--- config.mk ---
export PLATFORM = sky130hd
export DESIGN_NAME = lsu_req_ctrl_flat
export DESIGN_NICKNAME = d
export VERILOG_FILES = /design/src/rtl/lsu_req_ctrl_if.sv /design/src/rtl/lsu_req_ctrl.sv /design/src/flat_wrapper.sv
export SDC_FILE = /design/constraint.sdc
export NUM_CORES = 1
export LEC_CHECK = 0
export BUFFER_PORTS_ARGS = -buffer_cell sky130_fd_sc_hd__buf_2
export CAP_MARGIN = 20
export CELL_PAD_IN_SITES_DETAIL_PLACEMENT = 1
export CELL_PAD_IN_SITES_GLOBAL_PLACEMENT = 1
export CORE_MARGIN = 4
export CORE_UTILIZATION = 37
export DETAILED_ROUTE_END_ITERATION = 8
export GPL_ROUTABILITY_DRIVEN = 0
export PLACE_DENSITY_LB_ADDON = 0.1
export SLEW_MARGIN = 20
export SYNTH_ARGS = -nofsm -noshare
export SYNTH_HDL_FRONTEND = slang
export SYNTH_SLANG_ARGS = --single-unit
--- constraint.sdc ---
create_clock -name clk -period 3.8 [get_ports clk]
set_clock_uncertainty 0.2 [all_clocks]
set_input_delay 0.76 -clock clk [delete_from_list [all_inputs] [get_ports clk]]
set_output_delay 0.76 -clock clk [all_outputs]
set_load 0.005 [all_outputs]
--- src/rtl/lsu_req_ctrl_if.sv ---
// Pipeline request/response channel plus data-memory subsystem strobes for lsu_req_ctrl.
// Modport slave is the controller's view; master is the pipeline/memory side.
interface lsu_req_ctrl_if;
    logic        req_valid;
    logic        req_we;
    logic [11:0] req_addr;
    logic [31:0] req_wdata;
    logic        req_ready;
    logic        MemRead;
    logic        MemWrite;
    logic [9:0]  WordAddress;
    logic [31:0] DataIn;
    logic [31:0] DataOut;
    logic        Stall;
    logic        rsp_valid;
    logic        rsp_ready;
    logic [31:0] rsp_rdata;
    logic        rsp_err;

    modport slave (
        input  req_valid, req_we, req_addr, req_wdata, DataOut, Stall, rsp_ready,
        output req_ready, MemRead, MemWrite, WordAddress, DataIn, rsp_valid, rsp_rdata, rsp_err
    );

    modport master (
        output req_valid, req_we, req_addr, req_wdata, DataOut, Stall, rsp_ready,
        input  req_ready, MemRead, MemWrite, WordAddress, DataIn, rsp_valid, rsp_rdata, rsp_err
    );
endinterface

--- src/rtl/lsu_req_ctrl.sv ---
// Single-outstanding load/store sequencer: accept -> ISSUE -> WAIT (Stall holds) -> RESP; 3-cycle min, misaligned 1-cycle.
// Holds RESP until rsp_ready; req_ready only in IDLE. Optional WAIT watchdog under LSU_TIMEOUT_EN.
module lsu_req_ctrl #(
    parameter int TIMEOUT_CYC = 64
) (
    input  logic           clk,
    input  logic           rst,
    lsu_req_ctrl_if.slave  bus
);

    typedef enum logic [1:0] {IDLE, ISSUE, WAIT, RESP} state_t;

    state_t      r_state;
    state_t      w_state_nxt;
    logic        r_we;
    logic [9:0]  r_waddr;
    logic [31:0] r_wdata;
    logic [31:0] r_rdata;
    logic        r_err;
    logic        w_accept;
    logic        w_misalign;
    logic        w_done_ok;
    logic        w_tmo;

    assign w_misalign = (bus.req_addr[1:0] != 2'b00);

`ifdef LSU_TIMEOUT_EN
    localparam int CW = $clog2(TIMEOUT_CYC + 1);
    logic [CW-1:0] r_tmo_cnt;

    always_ff @(posedge clk or negedge rst) begin
        if (!rst) begin
            r_tmo_cnt <= '0;
        end else if (r_state == ISSUE) begin
            r_tmo_cnt <= '0;
        end else if ((r_state == WAIT) && bus.Stall) begin
            r_tmo_cnt <= r_tmo_cnt + 1'b1;
        end
    end

    // Fires on the TIMEOUT_CYC-th consecutive stalled WAIT cycle.
    assign w_tmo = (r_state == WAIT) && bus.Stall && (r_tmo_cnt == CW'(TIMEOUT_CYC - 1));
`else
    logic w_unused_tmo_cfg;
    assign w_unused_tmo_cfg = (TIMEOUT_CYC > 0);
    assign w_tmo            = 1'b0;
`endif

    always_ff @(posedge clk or negedge rst) begin
        if (!rst) begin
            r_state <= IDLE;
        end else begin
            r_state <= w_state_nxt;
        end
    end

    always_comb begin
        w_state_nxt   = r_state;
        w_accept      = 1'b0;
        w_done_ok     = 1'b0;
        bus.req_ready = 1'b0;
        bus.MemRead   = 1'b0;
        bus.MemWrite  = 1'b0;
        bus.rsp_valid = 1'b0;
        case (r_state)
            IDLE: begin
                bus.req_ready = 1'b1;
                if (bus.req_valid) begin
                    w_accept    = 1'b1;
                    w_state_nxt = w_misalign ? RESP : ISSUE;
                end
            end
            ISSUE: begin
                bus.MemRead  = ~r_we;
                bus.MemWrite = r_we;
                w_state_nxt  = WAIT;
            end
            WAIT: begin
                bus.MemRead  = ~r_we;
                bus.MemWrite = r_we;
                if (!bus.Stall) begin
                    w_done_ok   = 1'b1;
                    w_state_nxt = RESP;
                end else if (w_tmo) begin
                    w_state_nxt = RESP;
                end
            end
            RESP: begin
                bus.rsp_valid = 1'b1;
                if (bus.rsp_ready) begin
                    w_state_nxt = IDLE;
                end
            end
            default: w_state_nxt = IDLE;
        endcase
    end

    // Response payload is written only on entry to RESP, so it stays stable under backpressure.
    always_ff @(posedge clk or negedge rst) begin
        if (!rst) begin
            r_we    <= 1'b0;
            r_waddr <= '0;
            r_wdata <= '0;
            r_rdata <= '0;
            r_err   <= 1'b0;
        end else if (w_accept) begin
            r_we    <= bus.req_we;
            r_waddr <= bus.req_addr[11:2];
            r_wdata <= bus.req_wdata;
            r_rdata <= '0;
            r_err   <= w_misalign;
        end else if (w_done_ok) begin
            r_rdata <= r_we ? 32'h0 : bus.DataOut;
            r_err   <= 1'b0;
        end else if (w_tmo) begin
            r_rdata <= '0;
            r_err   <= 1'b1;
        end
    end

    assign bus.WordAddress = r_waddr;
    assign bus.DataIn      = r_wdata;
    assign bus.rsp_rdata   = r_rdata;
    assign bus.rsp_err     = r_err;

endmodule
--- src/flat_wrapper.sv ---
// flat-port wrapper written by rule: the top's interface ports become plain ports
module lsu_req_ctrl_flat 
#(
    parameter int TIMEOUT_CYC = 64
)
  (clk, rst, bus_req_valid, bus_req_we, bus_req_addr, bus_req_wdata, bus_DataOut, bus_Stall, bus_rsp_ready, bus_req_ready, bus_MemRead, bus_MemWrite, bus_WordAddress, bus_DataIn, bus_rsp_valid, bus_rsp_rdata, bus_rsp_err);
  lsu_req_ctrl_if bus_i ();
  input  logic clk;
  input  logic rst;
  input wire logic [$bits(bus_i.req_valid)-1:0] bus_req_valid;
  input wire logic [$bits(bus_i.req_we)-1:0] bus_req_we;
  input wire logic [$bits(bus_i.req_addr)-1:0] bus_req_addr;
  input wire logic [$bits(bus_i.req_wdata)-1:0] bus_req_wdata;
  input wire logic [$bits(bus_i.DataOut)-1:0] bus_DataOut;
  input wire logic [$bits(bus_i.Stall)-1:0] bus_Stall;
  input wire logic [$bits(bus_i.rsp_ready)-1:0] bus_rsp_ready;
  output wire logic [$bits(bus_i.req_ready)-1:0] bus_req_ready;
  output wire logic [$bits(bus_i.MemRead)-1:0] bus_MemRead;
  output wire logic [$bits(bus_i.MemWrite)-1:0] bus_MemWrite;
  output wire logic [$bits(bus_i.WordAddress)-1:0] bus_WordAddress;
  output wire logic [$bits(bus_i.DataIn)-1:0] bus_DataIn;
  output wire logic [$bits(bus_i.rsp_valid)-1:0] bus_rsp_valid;
  output wire logic [$bits(bus_i.rsp_rdata)-1:0] bus_rsp_rdata;
  output wire logic [$bits(bus_i.rsp_err)-1:0] bus_rsp_err;
  assign bus_i.req_valid = bus_req_valid;
  assign bus_i.req_we = bus_req_we;
  assign bus_i.req_addr = bus_req_addr;
  assign bus_i.req_wdata = bus_req_wdata;
  assign bus_i.DataOut = bus_DataOut;
  assign bus_i.Stall = bus_Stall;
  assign bus_i.rsp_ready = bus_rsp_ready;
  assign bus_req_ready = bus_i.req_ready;
  assign bus_MemRead = bus_i.MemRead;
  assign bus_MemWrite = bus_i.MemWrite;
  assign bus_WordAddress = bus_i.WordAddress;
  assign bus_DataIn = bus_i.DataIn;
  assign bus_rsp_valid = bus_i.rsp_valid;
  assign bus_rsp_rdata = bus_i.rsp_rdata;
  assign bus_rsp_err = bus_i.rsp_err;
  lsu_req_ctrl #(.TIMEOUT_CYC(TIMEOUT_CYC)) u_core (.clk(clk), .rst(rst), .bus(bus_i));
endmodule
==> flow_summary.ini <==
[run_status]
outcome = complete, no violations

[logic_synthesis]
syn_nets = 269
number_of_synthesis_warnings = 0
ys_ff_latch = 78
syn-cell-area_um2 = 2940
synth.lib_cells_used.distinct = 16
synth.largest_area_cell = dfrtp_1
syn_inst = 184
synthesis.area_per_instance_um2 = 16.0
netlist.area_leader.share = 0.665
synth_area_leaders = dfrtp_1 (66%), mux2_2 (17%), a22o_1 (9.5%)
synth_seq_area_share = 0.665

[route]
drt_pass1_iterations = 4
drcViolationCount = 0
drt_first_iter_violations = 47
antenna_left = 0
avgViaCountPerCell = 4.82
vias = 2194
post_drt_wl_per_cell_um = 16.4
detail_route.wirelength_um = 7460

[timing]
finalHoldViolations = 0
worst_pin_slew_ns = 0.777
timing.final.ws_setup_ns = 1.34
timing.fmax_ghz = 0.407
fin_tns_setup_ns = 0
finalSetupViolCount = 0
finalCriticalPeriod_ns = 2.46
grt_setup_unrepaired = no
maxSlewHeadroom = 0.480
final.period_utilization = 0.647
slew_violations = 0

[cells_and_area]
commonest_cells_after_routing_fill_and_taps_aside = buf_2 (159), dfrtp_1 (78), mux2_2 (44)
area_growth_pct = 37.0
insertedDiodeCount = 0
final.fill_count = 848
fin_nets = 433
layout-drive-gt1-share = 0.640
layout_commonest_cell = buf_2

[worst_setup_path]
worstRegToRegCells = 6
arrival_time_of_the_worst_setup_path_ns = 2.48
timing.critical_path.slowest_cell_delay_ns = 0.50
worst_setup_path_start_kind = register
worstPathCellList = inv_1, ha_1, nand2_2, and3b_1, buf_4, a22o_1
worstPathMaxFanout = 34
critPathKind = register to register
cp-end-kind = register
worst_ep_required_time_ns = 3.82
critical_path.reg2reg.startpoint = u_core.r_state[1]
worst-r2r-setup-slack_ns = 1.34
timing.critical_path.slowest_stage_cell = nand2_2
reg2reg_to = u_core.bus.rsp_rdata[19]

[floorplanning]
start_util = 0.380
core_area_um2 = 7730
die-area_um2 = 9420
top_level_ports = 161
die_y_um = 97.1
chipWidth_um = 97.1
floorplan.rows = 32

[clock_tree]
worst_setup_hold_path_clk_slew_ns = 0.09
quantity_of_gates_resized_following_cts = 0
cts_num_sinks = 78
post_cts_buffers = 0
number_of_clock_buffers_inserted_by_tritoncts = 9
htree_levels = 3
insertion_delay_ns = 0.33
clk_root_buffer_cell = clkbuf_8
cts_tree = yes
clock_tree.buffer_depth = 2
cts_hold_buffers = 0

[placed_design]
detailed_place_hpwl_um = 5590
place.port_buffers = 160
detailedPlace.worstSlack_ns = 1.25

[global_routing]
grt_pass1_vias = 2331
first_pass_grt_wire_length_um = 12000
globalRouteTotalUtil = 0.158
largest_net_degree_at_the_start_of_global_routing = 79
overflow = 0
antenna_violations_before_repair = 0

[power_and_ir_drop]
peakVddDrop_mv = 0.407
power_density_nw_per_um2 = 750
total_leakage_power_nw = 2.13

[min_path]
holdCritPathClass = primary input to async pin

[job]
timing.max_cap.violations = 0
through the flow:
step | cells | util | power [mW] | hold WS [ns] | area [um2]
finish | 455 | 0.521 | 3.02 | 0.188 | 4020
CTS | 454 | 0.518 | 3.08 | 0.307 | 4000
floorplan | 184 | - | 1.96 | 0.264 | 2940
global placement | 438 | 0.494 | 2.45 | 0.283 | 3820
detailed placement | 438 | 0.494 | 2.50 | 0.285 | 3820
global route | 455 | 0.521 | 3.24 | 0.203 | 4020
report_power, final:
part / leakage [nW] / switching [mW] / total, mW / internal [mW]
Combinational: 1.07 / 0.484 / 1.12 / 0.638
Sequential: 0.974 / 0.167 / 1.33 / 1.17
Clock: 0.0889 / 0.303 / 0.561 / 0.258
worst max path at each step:
stage / startpoint / endpoint / slack, ns / cells after the start
4_1_cts: u_core.r_state[1] / u_core.bus.rsp_rdata[19] / 1.30 / 6
3_5_place_dp: bus_req_valid / u_core.bus.rsp_rdata[1] / 1.25 / 5
5_1_grt: u_core.r_state[1] / u_core.bus.rsp_rdata[2] / 1.16 / 6
6_report: u_core.r_state[1] / u_core.bus.rsp_rdata[19] / 1.34 / 6
3_3_place_gp: bus_req_valid / u_core.bus.rsp_rdata[25] / 1.27 / 5
2_1_floorplan: u_core.r_state[0] / bus_MemWrite / 2.00 / 3
cell type report:
class	count	area [um2]	area share
Tap cell	102	128	0.0317
Clock inverter	6	46.3	0.0115
Timing Repair Buffer	164	846	0.210
Sequential cell	78	1950	0.485
Multi-Input combinational cell	92	902	0.224
Inverter	3	11.3	0.00280
Clock buffer	10	138	0.0342
state kept, by name, summed over array words and instances (netlist names):
name / flops
u_core.bus.DataIn: 32
u_core.bus.rsp_rdata: 32
u_core.bus.WordAddress: 10
u_core.r_state: 2
u_core.bus.rsp_err: 1
u_core.r_we: 1
synthesized netlist by cell type (all sizes together):
library cell  number
nand2              1
o32a               1
nor2               2
ha                 3
and2               1
a221oi             1
a22o              32
a21oi              2
dfrtp             78
buf               11
and3b              1
nor2b              3
o2bb2ai            1
mux2              44
inv                3
routing by layer:
layer	up-vias	routed length [um]	global-route usage	share of wire
met3	4	651	0.0668	0.087
met2	92	3590	0.250	0.48
li1	999	-	-	-
met4	0	32	0.0454	0.0043
met5	-	0	0	0
met1	1099	3190	0.199	0.43
cells by family after synthesis:
logic type	count (synthesis)	share of synthesized area
AO/OA/AOI/OAI	37	0.108
AND/OR/NAND/NOR	8	0.0162
multiplexers	44	0.169
flip-flops	78	0.665
buffers and inverters	14	0.0290
adder cells (fa/ha/maj)	3	0.0128
worst max-delay path: cells and delay by family, from the launching register on:
| family | cells | cell delay (ns) |
|---|---|---|
| compound gates | 1 | 0.22 |
| fa+ha+maj | 1 | 0.30 |
| buf+inv | 2 | 0.31 |
| simple gates | 2 | 0.87 |
| flops | 1 | 0.44 |
No activity file was read; power rests on OpenSTA's default activity.
